[src/rtl/if_pkg.sv]
// -----------------------------------------------------------------------------
// if_pkg
// Shared definitions for the instruction fetch stage and its decode-side
// controller: redirect codes, NOP encoding, queue entry layout and the
// redirect target computation.
// -----------------------------------------------------------------------------
package if_pkg;

  localparam int INSTR_W = 32;

  // Redirect codes driven by the decoder on pc_sel.
  localparam logic [1:0] PC_SEL_SEQ = 2'd0;
  localparam logic [1:0] PC_SEL_BR  = 2'd1;
  localparam logic [1:0] PC_SEL_J   = 2'd2;
  localparam logic [1:0] PC_SEL_JR  = 2'd3;

  localparam logic [INSTR_W-1:0] NOP_WORD = 32'h0000_0000;

  // One queued fetch result: the instruction and the pc+4 of its address.
  typedef struct packed {
    logic [INSTR_W-1:0] instr;
    logic [31:0]        pc4;
  } if_entry_t;

  // Target PC for a redirect. The jr target always has its low two bits
  // cleared; misalignment reporting (if any) is done by the caller.
  function automatic logic [31:0] redirect_target(
    input logic [1:0]  sel,
    input logic [31:0] pc4,
    input logic [15:0] imm,
    input logic [25:0] idx,
    input logic [31:0] jr
  );
    logic [31:0] t;
    case (sel)
      PC_SEL_BR: t = pc4 + {{14{imm[15]}}, imm, 2'b00};
      PC_SEL_J:  t = {pc4[31:28], idx, 2'b00};
      PC_SEL_JR: t = jr & 32'hFFFF_FFFC;
      default:   t = pc4;
    endcase
    return t;
  endfunction

endpackage

[src/rtl/if_instr_fifo.sv]
// -----------------------------------------------------------------------------
// if_instr_fifo
// DEPTH-entry synchronous FIFO of if_entry_t (instr + pc4, 64 bits) with a
// synchronous flush. DEPTH must be a power of two so the pointers wrap freely.
//
// Ports:
//   clk, rst          clock, synchronous active-high reset
//   push_i, data_i    write an entry (ignored during flush)
//   pop_i             remove the head entry (ignored during flush)
//   flush_i           discard all entries; wins over push/pop
//   data_o            head entry (stale when empty)
//   count_o           number of valid entries
//   empty_o           count_o == 0
// -----------------------------------------------------------------------------
module if_instr_fifo
  import if_pkg::*;
#(
  parameter int DEPTH = 2
) (
  input  logic                   clk,
  input  logic                   rst,
  input  logic                   push_i,
  input  if_entry_t              data_i,
  input  logic                   pop_i,
  input  logic                   flush_i,
  output if_entry_t              data_o,
  output logic [$clog2(DEPTH):0] count_o,
  output logic                   empty_o
);

  localparam int AW = $clog2(DEPTH);
  localparam int CW = AW + 1;
  localparam logic [CW-1:0] DEPTH_C = CW'(DEPTH);

  if_entry_t         mem_q [DEPTH];
  logic [AW-1:0]     wr_ptr_q, wr_ptr_d;
  logic [AW-1:0]     rd_ptr_q, rd_ptr_d;
  logic [CW-1:0]     count_q, count_d;
  logic              full;

  assign full    = (count_q == DEPTH_C);
  assign empty_o = (count_q == '0);
  assign count_o = count_q;
  assign data_o  = mem_q[rd_ptr_q];

  always_comb begin
    wr_ptr_d = wr_ptr_q;
    rd_ptr_d = rd_ptr_q;
    count_d  = count_q;
    if (flush_i) begin
      wr_ptr_d = '0;
      rd_ptr_d = '0;
      count_d  = '0;
    end else begin
      if (push_i) wr_ptr_d = wr_ptr_q + 1'b1;
      if (pop_i)  rd_ptr_d = rd_ptr_q + 1'b1;
      count_d = count_q + CW'(push_i) - CW'(pop_i);
    end
  end

  always_ff @(posedge clk) begin
    if (rst) begin
      wr_ptr_q <= '0;
      rd_ptr_q <= '0;
      count_q  <= '0;
    end else begin
      wr_ptr_q <= wr_ptr_d;
      rd_ptr_q <= rd_ptr_d;
      count_q  <= count_d;
    end
  end

  // Storage needs no reset: the head is only meaningful when not empty.
  always_ff @(posedge clk) begin
    if (push_i && !flush_i) mem_q[wr_ptr_q] <= data_i;
  end

  // The fetch credit rule must keep the queue from overflowing/underflowing.
  always_ff @(posedge clk) begin
    if (!rst && !flush_i) begin
      assert (!(push_i && !pop_i && full));
      assert (!(pop_i && empty_o));
    end
  end

endmodule

[src/rtl/if_fetch_unit.sv]
// -----------------------------------------------------------------------------
// if_fetch_unit
// Instruction fetch stage. Holds the PC, issues in-order word requests to
// instruction memory, queues returned words and presents them to decode.
// A nonzero pc_sel from decode redirects the PC and flushes wrong-path work.
//
// Handshakes: a transfer happens on a cycle where valid and ready are both
// high; once raised, imem_req_valid/imem_addr hold until accepted, except
// that a redirect withdraws the request. imem_resp_valid is always accepted.
//
// Ports:
//   clk, rst                       clock, synchronous active-high reset
//   pc_sel                         redirect code (0 = none, 1 br, 2 j, 3 jr)
//   redir_pc4, br_imm, j_index,
//   jr_addr                        redirect target operands
//   imem_req_valid/ready, imem_addr       request channel
//   imem_resp_valid, imem_resp_data       in-order response channel
//   id_valid/ready, id_instr, id_pc4,
//   id_op, id_funct, id_is_nop            decode channel (head of queue)
//   if_misalign_err                only with IF_ALIGN_CHECK_EN: sticky jr
//                                  misalignment flag, halts fetch
//
// Build option: define IF_ALIGN_CHECK_EN to enable jr alignment checking.
// -----------------------------------------------------------------------------
module if_fetch_unit
  import if_pkg::*;
#(
  parameter logic [31:0] RESET_PC = 32'h0000_0000,
  parameter int          QDEPTH   = 2
) (
  input  logic               clk,
  input  logic               rst,
  input  logic [1:0]         pc_sel,
  input  logic [31:0]        redir_pc4,
  input  logic [15:0]        br_imm,
  input  logic [25:0]        j_index,
  input  logic [31:0]        jr_addr,
  output logic               imem_req_valid,
  input  logic               imem_req_ready,
  output logic [31:0]        imem_addr,
  input  logic               imem_resp_valid,
  input  logic [INSTR_W-1:0] imem_resp_data,
  output logic               id_valid,
  input  logic               id_ready,
  output logic [INSTR_W-1:0] id_instr,
  output logic [31:0]        id_pc4,
  output logic [5:0]         id_op,
  output logic [5:0]         id_funct,
  output logic               id_is_nop
`ifdef IF_ALIGN_CHECK_EN
  ,
  output logic               if_misalign_err
`endif
);

  localparam int CW = $clog2(QDEPTH) + 1;
  // Wrong-path words still owed by memory. Requests issued after a redirect
  // are not covered by credit from dropped ones, so repeated redirects can
  // stack up; the extra headroom covers that.
  localparam int DW = CW + 4;
  localparam logic [CW:0] QDEPTH_C = (CW + 1)'(QDEPTH);

  logic [31:0]   pc_q, pc_d;
  // Address of the oldest live in-flight request; in-flight requests are
  // always a contiguous sequential run starting here.
  logic [31:0]   rpc_q, rpc_d;
  logic [CW-1:0] infl_q, infl_d;
  logic [DW-1:0] drop_q, drop_d;

  logic          redirect;
  logic [31:0]   target;
  logic          credit_ok;
  logic          fetch_halt;
  logic          req_hs;
  logic          resp_live;
  logic          pop;
  logic [CW-1:0] q_count;
  logic          q_empty;
  if_entry_t     q_head;
  if_entry_t     q_in;

  assign redirect = (pc_sel != PC_SEL_SEQ);
  assign target   = redirect_target(pc_sel, redir_pc4, br_imm, j_index, jr_addr);

`ifdef IF_ALIGN_CHECK_EN
  logic misalign_q, misalign_d;

  assign misalign_d      = misalign_q | ((pc_sel == PC_SEL_JR) && (jr_addr[1:0] != 2'b00));
  assign fetch_halt      = misalign_q;
  assign if_misalign_err = misalign_q;

  always_ff @(posedge clk) begin
    if (rst) misalign_q <= 1'b0;
    else     misalign_q <= misalign_d;
  end
`else
  assign fetch_halt = 1'b0;
`endif

  assign credit_ok      = ({1'b0, infl_q} + {1'b0, q_count}) < QDEPTH_C;
  assign imem_req_valid = ~rst & ~redirect & credit_ok & ~fetch_halt;
  assign imem_addr      = pc_q;
  assign req_hs         = imem_req_valid & imem_req_ready;

  // Responses owed to dropped requests come back first (in-order memory).
  assign resp_live = imem_resp_valid & (drop_q == '0) & ~redirect;
  assign q_in      = '{instr: imem_resp_data, pc4: rpc_q + 32'd4};

  assign id_valid  = ~q_empty & ~redirect;
  assign pop       = id_valid & id_ready;
  assign id_instr  = q_empty ? NOP_WORD : q_head.instr;
  assign id_pc4    = q_empty ? 32'h0 : q_head.pc4;
  assign id_op     = id_instr[31:26];
  assign id_funct  = id_instr[5:0];
  // Qualified by occupancy so an empty stage does not advertise a NOP.
  assign id_is_nop = ~q_empty & (q_head.instr == NOP_WORD);

  always_comb begin
    pc_d   = pc_q;
    rpc_d  = rpc_q;
    infl_d = infl_q;
    drop_d = drop_q;
    if (redirect) begin
      pc_d   = target;
      rpc_d  = target;
      infl_d = '0;
      // Everything still outstanding becomes wrong-path; a response landing
      // this cycle is discarded here, so it is not owed any more.
      drop_d = drop_q + DW'(infl_q) - DW'(imem_resp_valid);
    end else begin
      if (req_hs) pc_d = pc_q + 32'd4;
      if (imem_resp_valid) begin
        if (drop_q != '0) drop_d = drop_q - 1'b1;
        else              rpc_d  = rpc_q + 32'd4;
      end
      infl_d = infl_q + CW'(req_hs) - CW'(resp_live);
    end
  end

  always_ff @(posedge clk) begin
    if (rst) begin
      pc_q   <= RESET_PC;
      rpc_q  <= RESET_PC;
      infl_q <= '0;
      drop_q <= '0;
    end else begin
      pc_q   <= pc_d;
      rpc_q  <= rpc_d;
      infl_q <= infl_d;
      drop_q <= drop_d;
    end
  end

  if_instr_fifo #(
    .DEPTH(QDEPTH)
  ) u_fifo (
    .clk     (clk),
    .rst     (rst),
    .push_i  (resp_live),
    .data_i  (q_in),
    .pop_i   (pop),
    .flush_i (redirect),
    .data_o  (q_head),
    .count_o (q_count),
    .empty_o (q_empty)
  );

endmodule
[config.mk]
export PLATFORM = sky130hd
export DESIGN_NAME = if_fetch_unit
export DESIGN_NICKNAME = d
export VERILOG_FILES = /design/src/rtl/if_pkg.sv /design/src/rtl/if_instr_fifo.sv /design/src/rtl/if_fetch_unit.sv
export SDC_FILE = /design/constraint.sdc
export NUM_CORES = 1
export LEC_CHECK = 0
export CAP_MARGIN = 20
export CORE_MARGIN = 1.5
export CORE_UTILIZATION = 29
export CTS_CLUSTER_SIZE = 8
export DETAILED_ROUTE_END_ITERATION = 8
export GPL_TIMING_DRIVEN = 0
export HOLD_SLACK_MARGIN = 0.06
export PLACE_DENSITY = 0.6
export SYNTH_ARGS = -nofsm -noshare
export SYNTH_HDL_FRONTEND = slang
export SYNTH_SLANG_ARGS = --single-unit
[constraint.sdc]
create_clock -name clk -period 26.4 [get_ports clk]
set_input_delay 7.92 -clock clk [delete_from_list [all_inputs] [get_ports clk]]
set_output_delay 7.92 -clock clk [all_outputs]
set_load 0.02 [all_outputs]
==> results.ini, run 1 <==
[run_status]
status=completed

[power_and_ir_drop]
power.switching_w=0.0002563
pwr-share-clk=0.374
comb_power_share=0.212
cellPowerDensity_mw_per_mm2=55.47
p_seq_frac=0.415
swShare=0.2847
p_leak_nw=5.774
vdd_drop_max_uv=46.24
internal_power_w=0.0006438

[worst_setup_path]
cp-start-kind=input pin
critical_path.top_delay_family=buffers and inverters
cp_slowest_cell=clkdlybuf4s50_1
crit_top_cell=clkdlybuf4s50_1
path_buf_inv=3
arrival_ns=9.72
required_ns=18.48
cp_cell_sequence=clkdlybuf4s50_1, or3_1, buf_2, nor3_4, clkdlybuf4s50_1
worstPathMaxFanout=6
critPathCaptureType=output port
crit_path_max_incr_delay_ns=0.62
critPathKind=input pin to output port

[place]
placedCellCount=2058
dpl.hpwl_um=32030
portBuffers=251
place_ws_ns=8.754
place.gp.congestion=0.8786
dpl_cell_area_mm2=0.01542

[route]
drt-initial-drc-count=763
dr_total_vias=10900
drc=0
vias_per_cell=5.172
dr.pass1.iters=5
ant_nets=0
wirelength_um=40670
wl_per_cell_um=19.29

[global_routing]
grt_first_pass_wirelength_um=61090
grt-ovfl-total=0
antenna_found_initial=0
grt_usage=0.1820
grt_pass1_vias=10580
grt_max_degree=65

[final_layout]
synthToLayoutAreaGrowth_pct=33.36
drive_gt1_frac=0.06282
fillers=4154
final_cells=2108
nNetsFinal=1751
diodes=0
postLayoutCellArea_mm2=0.01623
post-route-util=0.3947

[floorplan]
start_util=0.2960
die_y_um=207.8
die-area_mm2=0.04319
ios=256
die_w_um=207.8
row_count=74
core_area_mm2=0.04111

[logic_synthesis]
ys_ff_latch=205
ys_seq_area_frac=0.4426
synth.most_common_cell=nor2_1
synth.top_cell.area_share=0.3159
synth_area_mm2=0.01217
syn-num-nets=1463
synthArstFlopShare=0
synth-warning-count=0
synth-edff-count=128
yosys-top-cells-area=edfxtp_1, dfxtp_1, mux2i_1
netlist.top_cell.by_area=edfxtp_1
synth_commonest_cells=nor2_1, edfxtp_1, mux2i_1, a21oi_1, nand2_1
synthFlopType=edfxtp_1
syn_avg_cell_area_um2=9.588
synth.distinct_cells=81
synth_cells=1269

[timing]
worst_slew_pin_slew_ns=0.9343
rsz0062_at_grt=no
final.setup.tns_ns=0
fin_crit_ns=17.64
max-slew-margin-rel=0.3772
setup_viol=0
timing.final.ws_setup_ns=8.764
final.setup_skew_ns=0.02065
final_hold_viol_count=0
maxSlewViolCount=0
fin_crit_sh=0.6680
fmax_ghz=0.05670

[clock_tree]
htree_levels=1
numCtsBuffers=29
hold_buffers=0
clock_latency_ns=0.54
clk_path_buf_depth=3
clock_sinks=205
cts_tree=done
path_clk_slew_ns=0.05
post_cts_buffers=0
root_buffer=clkbuf_16
cts_resized=0

[run]
cap_violations=0

[min_path]
hold_class=register to register

path summary, 6_finish.rpt:
path | from | end | slack, ns | cells after the start
max | rst | imem_req_valid | 8.76 | 5
min reg2reg | rpc_q[0] | u_fifo.mem_q[0][0] | 0.45 | 0
min | rpc_q[0] | u_fifo.mem_q[0][0] | 0.45 | 0
max reg2reg | drop_q[0] | u_fifo.mem_q[1][60] | 23.47 | 6
per-stage QoR:
step | hold slack (ns) | total power [W]
floorplan | 0.4266 | 0.0004931
global route | 0.4743 | 0.0009389
finish | 0.4548 | 0.0009001
CTS | 0.4617 | 0.0009056
global placement | 0.4470 | 0.0005645
detailed placement | 0.4483 | 0.0005672
per-layer routing:
metal  up-vias  routed length, um  global-route usage
met1      5120              17630              0.2341
li1       5261                  -                   -
met5         -                  0                   0
met2       466              18790              0.3080
met4         0                769             0.04153
met3        56               3483             0.04357
area by class of cell:
cell class | count | area (um2) | share of cell area
Buffer | 82 | 394.1 | 0.02429
Clock buffer | 49 | 800.8 | 0.04935
Clock inverter | 1 | 5.005 | 0.0003085
Inverter | 37 | 138.9 | 0.008559
Multi-Input combinational cell | 945 | 6256 | 0.3856
Sequential cell | 205 | 5385 | 0.3319
Tap cell | 532 | 665.6 | 0.04102
Timing Repair Buffer | 257 | 2580 | 0.1590
cell usage in the layout (no fill, tap or decap), types with 5 or more instances in the layout:
| cell type | synthesis | final |
|---|---|---|
| a211oi_1 | 29 | 29 |
| a21o_1 | 17 | 17 |
| a21oi_1 | 86 | 86 |
| a221oi_1 | 5 | 5 |
| a22oi_1 | 5 | 5 |
| a311oi_1 | 6 | 6 |
| a31oi_1 | 19 | 19 |
| and2_1 | 10 | 9 |
| and3_1 | 18 | 18 |
| buf_1 | 6 | 6 |
| buf_2 | 9 | 9 |
| buf_4 | 14 | 15 |
| buf_6 | 3 | 7 |
| clkbuf_1 | 50 | 70 |
| clkbuf_16 | 0 | 29 |
| clkdlybuf4s50_1 | 0 | 251 |
| dfxtp_1 | 77 | 77 |
| edfxtp_1 | 128 | 128 |
| ha_1 | 46 | 46 |
| inv_1 | 36 | 36 |
| mux2_2 | 10 | 10 |
| mux2i_1 | 87 | 87 |
| nand2_1 | 80 | 80 |
| nand2b_1 | 13 | 13 |
| nand3_1 | 36 | 36 |
| nand4_1 | 27 | 27 |
| nor2_1 | 174 | 174 |
| nor3_1 | 21 | 20 |
| nor3_2 | 4 | 5 |
| nor4_1 | 15 | 15 |
| o211ai_1 | 6 | 6 |
| o21a_1 | 11 | 11 |
| o21ai_0 | 53 | 53 |
| o21ai_1 | 11 | 11 |
| o22ai_1 | 8 | 8 |
| or3_1 | 6 | 6 |
| xnor2_1 | 38 | 38 |
| xor2_1 | 25 | 25 |
sequential cells by signal, indices dropped and copies added, names as in the netlist, named ones only:
name,flops
rpc_q,32
u_fifo.mem_q,128
imem_addr,32
u_fifo.rd_ptr_q,1
drop_q,6
u_fifo.wr_ptr_q,1
infl_q,2
u_fifo.count_o,2
power by group through the flow:
stage | sequential [W] | clock [W] | combinational (W)
4_1_cts | 0.000373 | 0.000343 | 0.000190
5_1_grt | 0.000375 | 0.000355 | 0.000209
6_report | 0.000373 | 0.000336 | 0.000190
3_3_place_gp | 0.000380 | 0 | 0.000185
3_5_place_dp | 0.000379 | 0 | 0.000188
2_1_floorplan | 0.000381 | 0 | 0.000112
logic make-up after synthesis:
family,synth area share
mux,0.08176
xor+xnor,0.04535
buf+inv,0.04381
fa+ha+maj,0.05224
compound gates,0.1629
simple gates,0.1713
flops,0.4426
Power figures use the tool's default switching activity.
==> run 2: changes to the inputs <==
clock period = 16.76 ns   (was 26.4 ns; I/O delays follow)
==> results of run 2 <==
The final DEF is identical to that of run 1. Status: completed.
Among the figures that moved: setup slack after placement 8.754 ns -> 4.898 ns; setup slack after layout 8.764 ns -> 4.908 ns; register-to-register setup slack 23.47 ns -> 13.83 ns; total power 0.0009001 W -> 0.001418 W; worst IR drop on VDD 46.24 uV -> 72.84 uV
==> run 3: changes to the inputs <==
clock period = 11.7 ns   (was 16.76 ns; I/O delays follow)
==> results of run 3 <==
The final DEF is identical to that of run 1. Status: completed.
Among the figures that moved: setup slack after placement 8.754 ns -> 2.874 ns; setup slack after layout 8.764 ns -> 2.884 ns; register-to-register setup slack 23.47 ns -> 8.77 ns; total power 0.0009001 W -> 0.002031 W; worst IR drop on VDD 46.24 uV -> 104.3 uV
==> variant (config.mk and constraints of run 2) <==
`QDEPTH`: 2 -> 4.
--- a/src/rtl/if_fetch_unit.sv
+++ b/src/rtl/if_fetch_unit.sv
@@ -26,7 +26,7 @@
   import if_pkg::*;
 #(
   parameter logic [31:0] RESET_PC = 32'h0000_0000,
-  parameter int          QDEPTH   = 2
+  parameter int          QDEPTH   = 4
 ) (
   input  logic               clk,
   input  logic               rst,
Behaviour: not the same (a bounded check fails within 4 cycles, from zero or initial values and one cycle with rst high).
==> variant against run 2 <==
Design area is 37% higher; setup slack worse by 1.1 ns; utilization is 1.7 points lower; sequential cell count increased by 134; wire length increased by 31%; clock power increased by 67%; area after synthesis up 41%; total power up 53%.
==> variant: results (changes against run 2) <==
\begin{tabular}{lr}
\hline
Metric & Value \\
\hline
\multicolumn{2}{l}{\textbf{Layout}} \\
\quad Sequential share of cell area & 0.4215 (+0.08963) \\
\quad Share of layout cells above drive strength 1 & 0.1039 (+0.04112) \\
\quad Number of inserted filler cells in the final layout & 5703 (+37\%) \\
\quad Number of flip-flops under the largest register name & 256 (+100\%) \\
\quad Buffering overhead & 0.1365 (-0.04677) \\
\multicolumn{2}{l}{\textbf{Global route}} \\
\quad Largest net degree at the start of global routing & 53 (-18\%) \\
\quad GR Util met1 & 0.2206 (-0.01348) \\
\quad M2 GR Usage & 0.2904 (-0.01763) \\
\quad Global Route met3 Usage & 0.03115 (-0.01242) \\
\multicolumn{2}{l}{\textbf{Drt}} \\
\quad Drt initial violations & 812 (+6.4\%) \\
\quad Total length of routed met3 wires & 3648 microns (+4.7\%) \\
\quad Met1 Routed Length & 22920 microns (+30\%) \\
\quad Post-DR vias/cell & 5.102 (-1.4\%) \\
\multicolumn{2}{l}{\textbf{Synthesis}} \\
\quad Area contributors post-synth & sky130\_fd\_sc\_hd\_\_edfxtp\_1, sky130\_fd\_sc\_hd\_\_dfxtp\_1, sky130\_fd\_sc\_hd\_\_mux4\_2, sky130\_fd\_sc\_hd\_\_ha\_1, sky130\_fd\_sc\_hd\_\_and2\_1 \\
\quad Net count after synthesis & 1618 (+11\%) \\
\quad Count of flip-flops with a built-in enable after synthesis & 256 (+100\%) \\
\quad Share of synthesized area occupied by flip-flops and latches & 0.5443 (+0.1017) \\
\quad Count of cell types in the netlist & 74 (-8.6\%) \\
\multicolumn{2}{l}{\textbf{Critical path}} \\
\quad Slowest-stage cell, CP & sky130\_fd\_sc\_hd\_\_clkbuf\_1 \\
\quad Data arrival time at the worst-slack endpoint & 7.93 ns (+1.11 ns) \\
\quad End point of the critical path & id\_valid \\
\multicolumn{2}{l}{\textbf{Hold path}} \\
\quad Number of stages on the worst hold path & 2 (+2) \\
\multicolumn{2}{l}{\textbf{STA}} \\
\quad Worst-case clock skew & 0.02585 ns (+0.005202 ns) \\
\quad Rel. slew slack & 0.3320 (-0.04517) \\
\quad Fin crit share & 0.7734 (+0.06624) \\
\multicolumn{2}{l}{\textbf{Clocking}} \\
\quad Depth of the CTS H-tree & 2 (+1) \\
\multicolumn{2}{l}{\textbf{Power and ir drop}} \\
\quad Power Dens Cells & 97.81 nW/um\^{}2 (+12\%) \\
\multicolumn{2}{l}{\textbf{Status}} \\
\quad Run status & finished, final reports clean \\
\hline
\end{tabular}
## variant: cell types whose count changed after synthesis, moves of 9 or more
cell / delta
sky130_fd_sc_hd__edfxtp_1: +128
sky130_fd_sc_hd__and2_1: +68
sky130_fd_sc_hd__mux4_2: +64
sky130_fd_sc_hd__mux2i_1: -63
sky130_fd_sc_hd__nor2_1: -58
sky130_fd_sc_hd__a21oi_1: -12
sky130_fd_sc_hd__o21ai_1: -10
sky130_fd_sc_hd__a31oi_1: -9
## variant: stage by stage
| stage | hold slack, ns | cells | power, mW |
|---|---|---|---|
| 2_1_floorplan | 0.4612 | 1416 | 1.166 |
| 3_3_place_gp | 0.4655 | 2440 | 1.289 |
| 3_5_place_dp | 0.4740 | 2444 | 1.295 |
| 4_1_cts | 0.4808 | 2524 | 2.190 |
| 5_1_grt | 0.5120 | 2524 | 2.259 |
| 6_report | 0.4720 | 2524 | 2.169 |
